==> config.mk <==
export PLATFORM = sky130hd
export DESIGN_NAME = axis_bram_adapter_v2_cntl_flat
export DESIGN_NICKNAME = d
export VERILOG_FILES = /design/src/rtl/axis_bram_adapter_v2_cntl_if.sv /design/src/rtl/axis_bram_adapter_v2_cntl.sv /design/src/flat_wrapper.sv
export SDC_FILE = /design/constraint.sdc
export NUM_CORES = 1
export LEC_CHECK = 0
export CAP_MARGIN = 20
export CORE_ASPECT_RATIO = 1.25
export CORE_UTILIZATION = 54
export DETAILED_ROUTE_END_ITERATION = 8
export PLACE_DENSITY = 0.83
export SLEW_MARGIN = 20
export SYNTH_ARGS = -nofsm -noshare
export SYNTH_HDL_FRONTEND = slang
export SYNTH_SLANG_ARGS = --single-unit
==> constraint.sdc <==
create_clock -name i_clk -period 4.1 [get_ports i_clk]
set_input_delay 0.615 -clock i_clk [delete_from_list [all_inputs] [get_ports i_clk]]
set_output_delay 0.615 -clock i_clk [all_outputs]
set_load 0.03 [all_outputs]
==> src/rtl/axis_bram_adapter_v2_cntl_if.sv <==
// Stream-in, stream-out and BRAM port bundle for the AXI-Stream/BRAM adapter controller.
// The master view belongs to the controller; the slave view belongs to the stream ports and BRAM.
interface axis_bram_adapter_v2_cntl_if #(
    parameter int ADDR_WIDTH = 9,
    parameter int DATA_WIDTH = 32
);
    logic [DATA_WIDTH-1:0] s_tdata;
    logic                  s_tvalid;
    logic                  s_tready;
    logic                  s_tlast;
    logic [DATA_WIDTH-1:0] m_tdata;
    logic                  m_tvalid;
    logic                  m_tready;
    logic                  m_tlast;
    logic                  bram_en;
    logic                  bram_wen;
    logic [ADDR_WIDTH-1:0] bram_index;
    logic [DATA_WIDTH-1:0] bram_din;
    logic [DATA_WIDTH-1:0] bram_dout;

    modport master (
        input  s_tdata, s_tvalid, s_tlast, m_tready, bram_dout,
        output s_tready, m_tdata, m_tvalid, m_tlast,
        output bram_en, bram_wen, bram_index, bram_din
    );

    modport slave (
        output s_tdata, s_tvalid, s_tlast, m_tready, bram_dout,
        input  s_tready, m_tdata, m_tvalid, m_tlast,
        input  bram_en, bram_wen, bram_index, bram_din
    );
endinterface

==> src/rtl/axis_bram_adapter_v2_cntl.sv <==
// Moves a contiguous, possibly wrapping, block of words between an AXI-Stream port and a
// single-port BRAM; reads go through a small credit-managed FIFO so backpressure never drops data.
module axis_bram_adapter_v2_cntl #(
    parameter int ADDR_WIDTH = 9,
    parameter int DATA_WIDTH = 32,
    parameter int RD_LATENCY = 1
) (
    input  logic                  i_clk,
    input  logic                  i_rstn,
    input  logic                  i_start,
    input  logic                  i_rw,
    input  logic [ADDR_WIDTH-1:0] i_index_cntl,
    input  logic [ADDR_WIDTH-1:0] i_size_cntl,
    output logic                  o_busy,
    output logic                  o_done,
    output logic                  o_short_xfer,
    axis_bram_adapter_v2_cntl_if.master io_bus
);
    localparam int DEPTH = RD_LATENCY + 2;
    localparam int PW    = $clog2(DEPTH);
    localparam int OW    = $clog2(DEPTH + 1);
    localparam int CW    = ADDR_WIDTH + 1;

    typedef enum logic [1:0] {IDLE, WRITE, READ, DONE} state_t;

    state_t                r_state;
    state_t                w_next;
    logic [ADDR_WIDTH-1:0] r_addr;
    logic [CW-1:0]         r_total;
    logic [CW-1:0]         r_count;
    logic [CW-1:0]         r_popped;
    logic                  r_short;
    logic                  r_wr_en;
    logic [ADDR_WIDTH-1:0] r_wr_index;
    logic [DATA_WIDTH-1:0] r_wr_din;
    logic [RD_LATENCY-1:0] r_inflight;
    logic [DATA_WIDTH-1:0] r_fifo [DEPTH];
    logic [PW-1:0]         r_wptr;
    logic [PW-1:0]         r_rptr;
    logic [OW-1:0]         r_occ;

    logic [ADDR_WIDTH-1:0] w_span;
    logic [OW-1:0]         w_inflight_cnt;
    logic [OW:0]           w_used;
    logic                  w_beat;
    logic                  w_wr_final;
    logic                  w_issue;
    logic                  w_capture;
    logic                  w_mvalid;
    logic                  w_mlast;
    logic                  w_pop;

    function automatic logic [PW-1:0] f_next_ptr(input logic [PW-1:0] p);
        return (p == PW'(DEPTH - 1)) ? '0 : p + PW'(1);
    endfunction

    // A read may only be issued when a FIFO slot is guaranteed for its data on return.
    always_comb begin
        w_inflight_cnt = '0;
        for (int i = 0; i < RD_LATENCY; i++) begin
            w_inflight_cnt = w_inflight_cnt + OW'(r_inflight[i]);
        end
    end

    assign w_span     = i_size_cntl - i_index_cntl;
    assign w_used     = (OW+1)'(r_occ) + (OW+1)'(w_inflight_cnt);
    assign w_beat     = (r_state == WRITE) && io_bus.s_tvalid;
    assign w_wr_final = (r_count + CW'(1)) == r_total;
    assign w_issue    = (r_state == READ) && (w_used < (OW+1)'(DEPTH)) && (r_count < r_total);
    assign w_capture  = r_inflight[RD_LATENCY-1];
    assign w_mvalid   = (r_occ != '0);
    assign w_mlast    = w_mvalid && (r_popped == (r_total - CW'(1)));
    assign w_pop      = w_mvalid && io_bus.m_tready;

    always_comb begin
        w_next = r_state;
        case (r_state)
            IDLE:    if (i_start) w_next = i_rw ? WRITE : READ;
            WRITE:   if (w_beat && (w_wr_final || io_bus.s_tlast)) w_next = DONE;
            READ:    if (w_pop && w_mlast) w_next = DONE;
            DONE:    w_next = IDLE;
            default: w_next = IDLE;
        endcase
    end

    always_ff @(posedge i_clk) begin
        if (!i_rstn) r_state <= IDLE;
        else         r_state <= w_next;
    end

    always_ff @(posedge i_clk) begin
        if (!i_rstn) begin
            r_addr     <= '0;
            r_total    <= '0;
            r_count    <= '0;
            r_popped   <= '0;
            r_short    <= 1'b0;
            r_wr_en    <= 1'b0;
            r_wr_index <= '0;
            r_wr_din   <= '0;
            r_inflight <= '0;
            r_wptr     <= '0;
            r_rptr     <= '0;
            r_occ      <= '0;
            for (int i = 0; i < DEPTH; i++) r_fifo[i] <= '0;
        end else begin
            r_wr_en <= 1'b0;
            if (r_state == IDLE && i_start) begin
                r_addr   <= i_index_cntl;
                r_total  <= CW'(w_span) + CW'(1);
                r_count  <= '0;
                r_popped <= '0;
                r_short  <= 1'b0;
            end
            if (w_beat) begin
                r_wr_en    <= 1'b1;
                r_wr_index <= r_addr;
                r_wr_din   <= io_bus.s_tdata;
                r_addr     <= r_addr + ADDR_WIDTH'(1);
                r_count    <= r_count + CW'(1);
                if (io_bus.s_tlast && !w_wr_final) r_short <= 1'b1;
            end
            if (w_issue) begin
                r_addr  <= r_addr + ADDR_WIDTH'(1);
                r_count <= r_count + CW'(1);
            end
            r_inflight[0] <= w_issue;
            for (int i = 1; i < RD_LATENCY; i++) r_inflight[i] <= r_inflight[i-1];
            if (w_capture) begin
                r_fifo[r_wptr] <= io_bus.bram_dout;
                r_wptr         <= f_next_ptr(r_wptr);
            end
            if (w_pop) begin
                r_rptr   <= f_next_ptr(r_rptr);
                r_popped <= r_popped + CW'(1);
            end
            if (w_capture && !w_pop)      r_occ <= r_occ + OW'(1);
            else if (!w_capture && w_pop) r_occ <= r_occ - OW'(1);
        end
    end

    // The final write of a block lands in the DONE cycle because writes are registered.
    assign o_busy            = (r_state != IDLE);
    assign o_done            = (r_state == DONE);
    assign o_short_xfer      = r_short;
    assign io_bus.s_tready   = (r_state == WRITE);
    assign io_bus.m_tvalid   = w_mvalid;
    assign io_bus.m_tlast    = w_mlast;
    assign io_bus.m_tdata    = w_mvalid ? r_fifo[r_rptr] : '0;
    assign io_bus.bram_en    = w_issue | r_wr_en;
    assign io_bus.bram_wen   = r_wr_en;
    assign io_bus.bram_index = (r_state == READ) ? r_addr : r_wr_index;
    assign io_bus.bram_din   = r_wr_din;
endmodule

==> src/flat_wrapper.sv <==
// flat-port wrapper written by rule: the top's interface ports become plain ports
module axis_bram_adapter_v2_cntl_flat 
#(
    parameter int ADDR_WIDTH = 9,
    parameter int DATA_WIDTH = 32,
    parameter int RD_LATENCY = 1
)
  (i_clk, i_rstn, i_start, i_rw, i_index_cntl, i_size_cntl, o_busy, o_done, o_short_xfer, io_bus_s_tdata, io_bus_s_tvalid, io_bus_s_tlast, io_bus_m_tready, io_bus_bram_dout, io_bus_s_tready, io_bus_m_tdata, io_bus_m_tvalid, io_bus_m_tlast, io_bus_bram_en, io_bus_bram_wen, io_bus_bram_index, io_bus_bram_din);
  axis_bram_adapter_v2_cntl_if #(.ADDR_WIDTH(ADDR_WIDTH), .DATA_WIDTH(DATA_WIDTH)) io_bus_i ();
  input  logic i_clk;
  input  logic i_rstn;
  input  logic i_start;
  input  logic i_rw;
  input  logic [ADDR_WIDTH-1:0] i_index_cntl;
  input  logic [ADDR_WIDTH-1:0] i_size_cntl;
  output logic o_busy;
  output logic o_done;
  output logic o_short_xfer;
  input wire logic [$bits(io_bus_i.s_tdata)-1:0] io_bus_s_tdata;
  input wire logic [$bits(io_bus_i.s_tvalid)-1:0] io_bus_s_tvalid;
  input wire logic [$bits(io_bus_i.s_tlast)-1:0] io_bus_s_tlast;
  input wire logic [$bits(io_bus_i.m_tready)-1:0] io_bus_m_tready;
  input wire logic [$bits(io_bus_i.bram_dout)-1:0] io_bus_bram_dout;
  output wire logic [$bits(io_bus_i.s_tready)-1:0] io_bus_s_tready;
  output wire logic [$bits(io_bus_i.m_tdata)-1:0] io_bus_m_tdata;
  output wire logic [$bits(io_bus_i.m_tvalid)-1:0] io_bus_m_tvalid;
  output wire logic [$bits(io_bus_i.m_tlast)-1:0] io_bus_m_tlast;
  output wire logic [$bits(io_bus_i.bram_en)-1:0] io_bus_bram_en;
  output wire logic [$bits(io_bus_i.bram_wen)-1:0] io_bus_bram_wen;
  output wire logic [$bits(io_bus_i.bram_index)-1:0] io_bus_bram_index;
  output wire logic [$bits(io_bus_i.bram_din)-1:0] io_bus_bram_din;
  assign io_bus_i.s_tdata = io_bus_s_tdata;
  assign io_bus_i.s_tvalid = io_bus_s_tvalid;
  assign io_bus_i.s_tlast = io_bus_s_tlast;
  assign io_bus_i.m_tready = io_bus_m_tready;
  assign io_bus_i.bram_dout = io_bus_bram_dout;
  assign io_bus_s_tready = io_bus_i.s_tready;
  assign io_bus_m_tdata = io_bus_i.m_tdata;
  assign io_bus_m_tvalid = io_bus_i.m_tvalid;
  assign io_bus_m_tlast = io_bus_i.m_tlast;
  assign io_bus_bram_en = io_bus_i.bram_en;
  assign io_bus_bram_wen = io_bus_i.bram_wen;
  assign io_bus_bram_index = io_bus_i.bram_index;
  assign io_bus_bram_din = io_bus_i.bram_din;
  axis_bram_adapter_v2_cntl #(.ADDR_WIDTH(ADDR_WIDTH), .DATA_WIDTH(DATA_WIDTH), .RD_LATENCY(RD_LATENCY)) u_core (.i_clk(i_clk), .i_rstn(i_rstn), .i_start(i_start), .i_rw(i_rw), .i_index_cntl(i_index_cntl), .i_size_cntl(i_size_cntl), .o_busy(o_busy), .o_done(o_done), .o_short_xfer(o_short_xfer), .io_bus(io_bus_i));
endmodule
# --- Yosys cells after proc, flatten, opt, wreduce, memory -nomap -nowiden ---
# Memory sizes are Yosys's and may differ from the RTL's. A register that Yosys moved wholly into a read port is not among the register bits.
# Cells that the tools add are included.
totals:
  ramBits: 96
  romBits: 0
  reg_bits: 91
  latchBits: 0
  memories: 1
  word_cells: 92
memory_table:
  columns: ["name", "words", "word_bits", "read_ports", "rd_ports_with_merged_regs", "wr", "line", "rtl"]
  rows:
  - ["u_core.r_fifo", 3, 32, 1, 1, 3, "axis_bram_adapter_v2_cntl.sv:37", "logic [DATA_WIDTH-1:0] r_fifo [DEPTH];"]
op_classes:
  shift: 0
  reduce_logical: 23
  n_addsub: 11
  bitwise: 1
  magnitude_cmp: 2
  n_div: 0
  mul: 0
  eq_ne: 10
  mux: 31
ops:
  columns: ["cell", "n"]
  rows:
  - ["2-to-1 mux 32 bit", 2]
  - ["2-to-1 mux 10 bit", 4]
  - ["2-to-1 mux 9 bit", 4]
  - ["OR reduction 32 bit", 1]
  - ["2-to-1 mux 2 bit", 11]
  - ["adder 10 x 1 -> 10 bit (second input constant)", 2]
  - ["equality test 10 bit", 2]
  - ["logical AND 1 bit", 11]
  - ["adder 9 x 1 -> 10 bit (second input constant)", 1]
  - ["less-than comparator 10 bit", 1]
  - ["subtractor 10 x 1 -> 10 bit (second input constant)", 1]
  - ["adder 9 x 1 -> 9 bit (second input constant)", 1]
  - ["2-to-1 mux 1 bit", 9]
  - ["subtractor 9 bit", 1]
  - ["equality test 2 bit (second input constant)", 4]
  - ["one-hot mux 2 bit (4 select lines)", 1]
  - ["nonzero test 2 bit", 4]
  - ["adder 2 x 1 -> 2 bit (second input constant)", 3]
  - ["inequality test 2 x 1 -> 1 bit (second input constant)", 2]
  - ["adder 2 x 1 -> 3 bit", 1]
  - ["zero test 1 bit", 3]
  - ["less-than comparator 3 x 2 -> 1 bit (second input constant)", 1]
  - ["AND reduction 3 bit", 1]
  - ["nonzero test 3 bit", 1]
  - ["other kinds (6)", 6]

# --- Logic depth before layout (Yosys ltp) ---
# Gate-level depths: netlist of the first run.
logic_depth:
  ltp_word: 6
  mapped_depth: 11
  mapped_depth_nobuf: 11

# --- Worst setup path before layout of the first run ---
# Ideal clock, no wire load.
synth_path:
  kind: "input -> register"
  startpoint: "input i_rstn"
  endpoint: "memory u_core.r_fifo[1][0], enable pin"
  n_path_buf: 0
  stages: 2
  setup_ns: 0.466
  arrival_time_ns: 3.023
  path_slack_ns: 0.612
  path_cell_list: "nand3_1 -> o21ai_0"
synth_rtl:
  columns: ["element", "line", "rtl"]
  rows:
  - ["start, declared", "flat_wrapper.sv:11", "input logic i_rstn;"]
  - ["end, declared", "axis_bram_adapter_v2_cntl.sv:37", null]

# --- Final worst setup path of the first run ---
layout_path:
  startpoint: "register u_core.r_total[1]"
  endpoint: "output io_bus_bram_en"
layout_via:
  elab_chain_cells: 3
layout_lines:
  columns: ["element", "line", "rtl"]
  rows:
  - ["start, declared", "axis_bram_adapter_v2_cntl.sv:29", "logic [CW-1:0] r_total;"]
  - ["start signal, assigned", "axis_bram_adapter_v2_cntl.sv:110", "r_total <= CW'(w_span) + CW'(1);"]
  - ["less-than comparator 10 bit", "axis_bram_adapter_v2_cntl.sv:69", "assign w_issue = (r_state == READ) && (w_used < (OW+1)'(DEPTH)) && (r_count < r_total);"]
  - ["logical AND 1 bit", "axis_bram_adapter_v2_cntl.sv:69", null]
  - ["bitwise OR 1 bit", "axis_bram_adapter_v2_cntl.sv:150", "assign io_bus.bram_en = w_issue | r_wr_en;"]
  - ["end, declared", "flat_wrapper.sv:28", "output wire logic [$bits(io_bus_i.bram_en)-1:0] io_bus_bram_en;"]
# Every way passes these cells.

==> impl_results.md, run 1 <==
* Simple-gate share of the synthesized area at 0.193
* Congestion Overflow GR at 0
* Post-Route WL at roughly 26000 um
* Starting Density at 0.552
* Die Area at about 20000 um^2
* Status: finished clean
* Largest family of logic cells by synthesized area: simple AND/OR/NAND/NOR gates
* Synth Area in Compound Gates at 0.0911
* CTS Root Cell: clkbuf_16
* Peak supply drop at 0.356 mV
* Post-synthesis mux area share at 0.0853
* Fmax at 271 MHz
* WL per Instance at 18.0 um
* Worst path bufs/invs at 2
* Post-Syn Nets at 1114
* Count of clock tree sinks at 221
* Pin count of the biggest net entering global routing at 43
* Crit-path max FO at 5
* Detailed Route Iter0 Violations at about 500
* Crit Path Class: flip-flop to primary output
* Synth warnings at 0
* Final period util at 0.901
* Post-synth EDFFs at 128
* PortBufs at between 150 and 200
* Layout cell share with drive strength beyond 1 at 0.104
* Setup bufs post-CTS at 0
* I/O Pins at 170
* Netlist cell types at 58
* Final Hold Viols at 0
* # placed instances at about 1400
* Crit path DAT at approximately 3.1 ns
* Hold slack at ~0.45 ns
* Pwr Density at about 500 nW/um^2
* Worst-skew pair later-pin latency at ~0.52 ns
* Slew headroom at 0.314
* CTS Buffer Depth at 3
* Fin util at 0.696
* Gr usage total at 0.257
* Worst Clk Skew at approximately 0.024 ns
* Initial antenna violation count at 0
* Cell chain of the critical path: inv_1 -> ha_1 -> nor2b_1 -> o21a_1 -> o21ai_1 -> a211o_1 -> nand2b_1 -> a21oi_1 -> or2_2 -> clkdlybuf4s50_1
* # DRC at 0
* Post-Synthesis Cells at 993
* Mean number of vias per cell at ~5.6
* Slew of the pin with the lowest slew margin at between 1 and 1.5 ns
* Worst EP required at roughly 3.5 ns
* Vias in the first global route at around 8200
* Slowest stage delay, CP at 0.69 ns
* First-pass DRT Iterations at 5
* Seq/Total Area, Yosys at 0.531
* Antenna-violating nets left at 0
* ANT cells at 0
* Post-CTS Hold Buffers at 0
* Hpwl dp at about 17000 um
* Minimum clock period at 3.69 ns
* Core Rows at 57
* Final #Nets at ~1300
* Synthesized area per cell at about 11 um^2
* Chip width at around 130 um
* Crit path max-delay family: compound AO/OA/AOI/OAI gates
* First-pass GRT wire length at ~41000 um
* Core Area at 19500 um^2
* Clock Pin Slew Worst Setup and Hold Paths at 0.06 ns
* Post-Synth Adder-Cell Area at 0.0379
* Slowest cell on crit path: clkdlybuf4s50_1
* Final setup fails at 0
* RD Place Congestion at between 0.8 and 0.9
* Number of buffers created by CTS at 24
* Hold/Removal Path Class: flip-flop to flip-flop
* Via count at 8061
* Dpl ws at 0.694 ns
* H-tree level count at 1
* Area Overhead vs Synth at 26.0%
* Asr flop ratio synth at 0
* Max cap viols at 0
* CTS tree: done
* Die span in y at roughly 160 um
* Post-route insts no fill at roughly 1400
* Yosys reg bits at around 220
* RSZ-0062 raised after global routing: no
* Mapped Area at 10800 um^2
* Post-CTS resize count at 0
* XOR/XNOR Fraction of Synth Area at 0.0293
* Setup TNS at 0 ns
* Slew Viols, Final at 0
* Leak at roughly 4.9 nW
* Type of element capturing the critical path: primary output
* Slack of the critical path at between 0.4 and 0.5 ns
* Ys flop type: edfxtp_1
* Flop2flop setup slack at roughly 1.3 ns
* CP Launch Type: flip-flop
-- power by group --
part,total [mW],leakage (nW),internal [mW],switching (mW)
Clock,2.25,0.407,1.38,0.871
Sequential,2.65,2.03,2.50,0.147
Combinational,1.86,2.48,0.791,1.06
Total,6.76,4.93,4.68,2.08
-- stage by stage --
step / instance area, um^2 / power, mW
2_1_floorplan: 10800 / 3.88
3_3_place_gp: 12700 / 4.50
3_5_place_dp: 12700 / 4.53
4_1_cts: 13500 / 6.79
5_1_grt: 13500 / 7.04
6_report: 13500 / 6.76
-- layout make-up --
cell class                      instances  area [um^2]
Multi-Input combinational cell        681         4710
Clock buffer                           34          699
Clock inverter                         10          134
Sequential cell                       221         5710
Inverter                               34          128
Tap cell                              265          332
Fill cell                            1375         5920
Timing Repair Buffer                  188         1830
-- final timing paths --
kind	startpoint	endpoint	depth (start not counted)
worst min register to register	u_core.r_wr_index[1]	u_core.r_wr_index[1]	2
worst max register to register	u_core.r_inflight	u_core.r_count[7]	8
worst min-delay path	u_core.r_wr_index[1]	u_core.r_wr_index[1]	2
worst max-delay path	u_core.r_total[1]	io_bus_bram_en	10
-- routing by layer --
| layer | wire length (um) | vias up | track usage |
|---|---|---|---|
| met5 | 0 | - | 0 |
| met4 | 988 | 0 | 0.116 |
| met3 | 1350 | 62 | 0.0449 |
| met2 | 13200 | 244 | 0.456 |
| met1 | 10200 | 3909 | 0.299 |
| li1 | - | 3846 | - |
-- Yosys cell counts (3+ instances only) --
master      n  share of area
and2_1    137          0.080
nand2_1   132          0.046
edfxtp_1  128           0.36
dfxtp_1    93           0.17
a21oi_1    74          0.034
clkbuf_1   48          0.017
nor2_1     48          0.017
inv_1      34          0.012
mux4_2     32          0.067
ha_1       31          0.036
nand3_1    22          0.010
xnor2_1    22          0.018
o21ai_0    17         0.0079
xor2_1     14          0.011
mux2_2     13          0.014
a211oi_1   11         0.0077
and3_1      9         0.0052
o22ai_1     9         0.0052
a22oi_1     8         0.0056
a31oi_1     7         0.0041
buf_1       7         0.0024
or3_1       7         0.0041
nor2b_1     6         0.0035
nor3_1      6         0.0028
nor3b_1     6         0.0042
or2_2       6         0.0035
a311oi_1    5         0.0041
mux2i_1     5         0.0047
nand2b_1    5         0.0029
a21o_1      4         0.0028
nand4_1     4         0.0023
nor4_1      4         0.0023
nand3b_1    3         0.0021
o21a_1      3         0.0021
-- flip-flops by register name, indices dropped and copies added, names as in the netlist, named ones only --
name,count
u_core.r_popped,10
u_core.r_wptr,2
u_core.r_inflight,1
u_core.r_fifo,128
u_core.r_addr,9
u_core.r_rptr,2
u_core.io_bus.bram_din,32
u_core.io_bus.bram_wen,1
u_core.r_state,2
u_core.r_total,10
u_core.r_occ,2
u_core.r_wr_index,9
u_core.r_count,10
u_core.o_short_xfer,1
-- cell families after synthesis --
group           count (synthesis)
mux                            50
simple gates                  404
flops                         221
xor+xnor                       36
compound gates                159
fa+ha+maj                      32
buf+inv                        91
-- layout by cell type (no fill, tap or decap), types with 8 or more instances in the layout --
cell type        netlist  final
a211oi_1              11     11
a21oi_1               74     74
a22oi_1                8      8
and2_1               137    137
and3_1                 9      9
buf_4                  0     19
clkbuf_16              0     25
clkdlybuf4s50_1        0    169
dfxtp_1               93     92
edfxtp_1             128    128
ha_1                  31     31
inv_1                 34     33
mux2_2                13     13
mux4_2                32     32
nand2_1              132    132
nand3_1               22     22
nor2_1                48     47
o21ai_0               17     16
o22ai_1                9      9
xnor2_1               22     22
xor2_1                14     14
-- worst reg2reg max path, cell delays in order, from the launching register on --
cell      delay, ns
dfxtp_1        0.49
ha_1           0.21
ha_1           0.22
a22oi_1        0.16
nand3_1        0.13
o21ai_0        0.40
a21o_1         0.71
a211oi_1       0.20
a211oi_1       0.23
(Power assumes the default switching activity.)
==> run 2, diff against run 1 <==
Settings changed: GPL_TIMING_DRIVEN set to 0.
==> impl_results.md, run 2 (synthesis results as in run 1) <==
* Status: finished clean
* Hold wc startpoint: u_core.io_bus.bram_din[30]
* Post-Route WL at 26500 um
* Worst-skew pair later-pin latency at 0.50 ns
* Crit path DAT at ~3.2 ns
* CTS Root Cell: clkbuf_16
* Congestion Overflow GR at 0
* Max FFs per register at around 130
* Leading cell type in the layout, fill and taps excluded: clkdlybuf4s50_1
* Starting Density at 0.552
* First-pass DRT Iterations at 5
* Final setup fails at 0
* FF/Latch Area at about 5700 um^2
* Overall Power at between 6 and 7 mW
* Hold/Removal Path Class: flip-flop to flip-flop
* Die Area at roughly 20000 um^2
* WL per Instance at between 15 and 20 um
* Final Hold Viols at 0
* FF-to-FF path depth at 10
* Most frequent cells in the layout: 169 x clkdlybuf4s50_1, 137 x and2_1, 132 x nand2_1, 128 x edfxtp_1, 93 x dfxtp_1
* First-pass GRT wire length at approximately 42000 um
* Worst Hold Path Cells at 2
* RSZ-0062 raised after global routing: no
* Hpwl dp at between 15000 and 20000 um
* Pin count of the biggest net entering global routing at 21
* Antenna-violating nets left at 0
* Slew headroom at 0.318
* Number of buffers created by CTS at 23
* Cell chain of the critical path: clkbuf_1 -> inv_1 -> ha_1 -> o21a_1 -> o21ai_1 -> a211o_1 -> nand2b_1 -> a21oi_1 -> or2_2 -> clkdlybuf4s50_1
* Vias in the first global route at roughly 8300
* # fillers at between 1000 and 1500
* Final #Nets at ~1300
* PortBufs at approximately 170
* Slew of the pin with the lowest slew margin at ~1.0 ns
* # placed instances at roughly 1400
* Die span in y at between 150 and 200 um
* Mean number of vias per cell at 5.58
* # DRC at 0
* Worst EP required at between 3 and 4 ns
* Clock Pin Slew Worst Setup and Hold Paths at 0.06 ns
* CTS Buffer Depth at 3
* Detailed Route Iter0 Violations at 791
* Area Overhead vs Synth at 26.9%
* Hold EP: u_core.io_bus.bram_din[30]
* Peak supply drop at approximately 0.38 mV
* Type of element capturing the critical path: primary output
* Core Rows at between 50 and 60
* Initial antenna violation count at 0
* Slew Viols, Final at 0
* I/O Pins at 170
* Fin util at 0.701
* Worst path bufs/invs at 3
* Slowest stage delay, CP at 0.72 ns
* Slowest cell on crit path: clkdlybuf4s50_1
* Crit-path max FO at 8
* Post-CTS Hold Buffers at 0
* Final period util at 0.941
* Minimum clock period at 3.86 ns
* Setup bufs post-CTS at 0
* Multi-input logic area at roughly 4700 um^2
* Flop2flop setup slack at 0.94 ns
* CP Launch Type: flip-flop
* Chip width at roughly 130 um
* Layout cell share with drive strength beyond 1 at 0.0862
* Core Area at around 19000 um^2
* Fmax at about 260 MHz
* Worst Clk Skew at ~0.012 ns
* Count of clock tree sinks at 221
* Leak at ~5 nW
* RD Place Congestion at about 0.91
* ANT cells at 0
* Pwr Density at 484 nW/um^2
* Via count at approximately 8000
* Crit Path Class: flip-flop to primary output
* Max cap viols at 0
* Post-route insts no fill at roughly 1500
* Top reg by flops: u_core.r_fifo
* FF-to-FF Start: u_core.r_total[2]
* Crit path max-delay family: buffers and inverters
* RR Endpoint: u_core.r_count[5]
* CTS tree: done
* H-tree level count at 1
* Gr usage total at 0.264
* Hold slack at 0.452 ns
* Post-CTS resize count at 0
[run 2: worst min-delay path, stage by stage (launching register included)]
cell     delay [ns]
dfxtp_1        0.31
nand2_1        0.05
a21oi_1        0.05
[run 2: how the worst max path moves through the flow]
stage                                  from                   end  slack (ns)  cells after the start
after global routing      u_core.r_total[2]        io_bus_bram_en        0.09                     10
final                     u_core.r_total[2]        io_bus_bram_en        0.24                     10
after floorplan                      i_rstn   u_core.r_fifo[1][0]        0.61                      2
after global placement               i_rstn  u_core.r_fifo[1][25]       -1.56                      3
after CTS                         flip-flop     io_bus_m_tdata[7]        0.22                      5
after detailed placement    i_index_cntl[0]     u_core.r_total[8]        0.57                     11
[run 2: through the flow]
step | setup WS (ns) | area (um^2) | setup TNS [ns]
finish | 0.242 | 13600 | 0
floorplan | 0.612 | 10800 | 0
global route | 0.0930 | 13600 | 0
detailed placement | 0.568 | 12900 | 0
global placement | -1.56 | 12800 | -49.84
CTS | 0.225 | 13600 | 0
[run 2: per-layer routing]
layer,vias up,wire length [um],track usage
met5,-,0,0
met4,0,661,0.0872
met3,52,1510,0.0432
met2,261,13900,0.474
met1,3982,10400,0.320
li1,3920,-,-
[run 2: area by class of cell]
type,instances,share of cell area
Multi-Input combinational cell,681,0.346
Sequential cell,221,0.418
Buffer,57,0.0163
Tap cell,265,0.0243
Clock buffer,29,0.0457
Timing Repair Buffer,173,0.131
Inverter,34,0.00935
Clock inverter,12,0.00917
[run 2: where the power goes]
| part | internal [mW] | switching (mW) | leakage, nW |
|---|---|---|---|
| registers | 2.50 | 0.137 | 2.03 |
| clock network | 1.21 | 0.857 | 0.363 |
| logic | 0.797 | 1.10 | 2.51 |
==> run 3, diff against run 2 <==
Settings changed: CORE_MARGIN set to 10.
==> impl_results.md, run 3 (synthesis results as in run 1) <==
* Status: finished clean
* WL per Instance at 19.7 um
* Dpl ws at around 0.53 ns
* Flop2flop setup slack at roughly 0.87 ns
* Worst-skew pair later-pin latency at around 0.50 ns
* Final #Nets at 1312
* Worst EP required at 3.48 ns
* Hold EP: u_core.io_bus.bram_din[22]
* Int Pwr at approximately 4.5 mW
* Combinational power share at 0.290
* Pwr Density at around 480 nW/um^2
* # placed instances at 1431
* Area Overhead vs Synth at 26.6%
* Clock Pin Slew Worst Setup and Hold Paths at 0.06 ns
* Number of buffers created by CTS at 23
* Type of element capturing the critical path: primary output
* DP Area at 12900 um^2
* Congestion Overflow GR at 0
* Vias in the first global route at approximately 8300
* Hold/Removal Path Class: flip-flop to flip-flop
* Sw Ratio at 0.317
* Flop pwr share at 0.401
* Worst Clk Skew at roughly 0.014 ns
* Cell chain of the critical path: clkbuf_1 -> inv_1 -> ha_1 -> o21a_1 -> o21ai_1 -> a211o_1 -> nand2b_1 -> a21oi_1 -> or2_2 -> clkdlybuf4s50_1
* RD Place Congestion at about 0.93
* PortBufs at roughly 170
* Most frequent cells in the layout: 169 x clkdlybuf4s50_1, 137 x and2_1, 132 x nand2_1, 128 x edfxtp_1, 93 x dfxtp_1
* Slowest cell on crit path: clkdlybuf4s50_1
* Final setup fails at 0
* Setup TNS at 0 ns
* CP Launch Type: flip-flop
* Leak at slightly below 5 nW
* Core Area at slightly below 20000 um^2
* Post-route insts no fill at ~1500
* Setup bufs post-CTS at 0
* Core Rows at between 50 and 60
* H-tree level count at 1
* Count of clock tree sinks at 221
* Final Instance Area at 13600 um^2
* Die span in y at between 150 and 200 um
* Worst Hold Path Cells at 2
* Crit-path max FO at 8
* FF-to-FF path depth at 10
* Pin count of the biggest net entering global routing at 24
* RR Endpoint: u_core.r_count[5]
* Part of the power in the clock network at 0.309
* CTS Buffer Depth at 3
* Detailed Route Iter0 Violations at roughly 520
* Post-Route WL at 28900 um
* Max FFs per register at 128
* First-pass DRT Iterations at 7
* # DRC at 0
* Fmax at about 260 MHz
* Slew headroom at 0.349
* Layout cell share with drive strength beyond 1 at 0.0831
* FF-to-FF Start: u_core.r_total[2]
* Chip width at between 100 and 150 um
* Overall Power at 6.60 mW
* Slack of the critical path at between 0.15 and 0.2 ns
* Gr usage total at 0.215
* Peak supply drop at ~0.43 mV
* RSZ-0062 raised after global routing: no
* Via count at between 8000 and 9000
* NetSw at about 2.1 mW
* Die Area at approximately 26000 um^2
* Mean number of vias per cell at 5.62
* Slew Viols, Final at 0
* Crit path DAT at ~3.3 ns
* Slowest stage delay, CP at around 0.66 ns
* Hold wc startpoint: u_core.io_bus.bram_din[22]
* Slew of the pin with the lowest slew margin at just under 1 ns
* Top reg by flops: u_core.r_fifo
* Antenna-violating nets left at 0
* CTS Root Cell: clkbuf_16
* First-pass GRT wire length at 44900 um
* Minimum clock period at roughly 3.9 ns
* I/O Pins at 170
* Hpwl dp at approximately 21000 um
* Starting Density at 0.550
* Crit Path Class: flip-flop to primary output
* ANT cells at 0
* Final period util at 0.951
* Final Hold Viols at 0
* Leading cell type in the layout, fill and taps excluded: clkdlybuf4s50_1
* Max cap viols at 0
* CTS tree: done
* Initial antenna violation count at 0
run 3: worst max-delay path, delay by kind of cell, from the launching register on:
family          cells  cell delay (ns)
compound gates      4             0.77
fa+ha+maj           1             0.29
buf+inv             3             1.16
flops               1             0.31
simple gates        2             0.26
run 3: per-stage QoR:
| step | utilization | hold slack [ns] |
|---|---|---|
| 2_1_floorplan | - | 0.434 |
| 3_3_place_gp | 0.654 | 0.440 |
| 3_5_place_dp | 0.659 | 0.447 |
| 4_1_cts | 0.696 | 0.455 |
| 5_1_grt | 0.697 | 0.470 |
| 6_report | 0.697 | 0.454 |
run 3: repair_timing:
action / CTS / global route
setup endpoints to repair: 0 / 2
hold buffers: 0 / 0
gates resized for setup: 0 / 1
hold endpoints to repair: 0 / 0
run 3: power groups by stage:
stage	Clock, mW	Sequential (mW)	Combinational [mW]
floorplan	0	2.70	1.18
global placement	0	2.68	1.85
detailed placement	0	2.68	1.90
CTS	2.06	2.64	1.92
global route	2.15	2.66	2.08
finish	2.04	2.64	1.92
run 3: area by class of cell:
type / instances / area, um^2
plain buffers: 57 / 229
clock buffers: 27 / 591
clock inverters: 11 / 129
fillers: 1414 / 5930
inverters: 34 / 128
multi-input cells: 681 / 4720
flip-flops and latches: 221 / 5710
well taps: 265 / 332
repair buffers: 173 / 1780
run 3: per-layer routing:
metal | vias to the layer above | GRT usage | part of all wire
met1 | 4000 | 0.242 | 0.38
met2 | 278 | 0.401 | 0.53
met5 | - | 0 | 0
met4 | 0 | 0.0731 | 0.029
li1 | 3910 | - | -
met3 | 62 | 0.0367 | 0.060
run 3: how the worst max path moves through the flow:
stage | from | end | slack (ns) | cells past startpoint
floorplan | i_rstn | u_core.r_fifo[1][0] | 0.61 | 2
global placement | i_rstn | u_core.r_fifo[1][23] | -1.66 | 3
detailed placement | i_index_cntl[0] | u_core.r_total[8] | 0.53 | 11
CTS | flip-flop | io_bus_m_tdata[1] | 0.15 | 5
global route | flip-flop | io_bus_m_tdata[6] | 0.01 | 5
finish | u_core.r_total[2] | io_bus_bram_en | 0.20 | 10
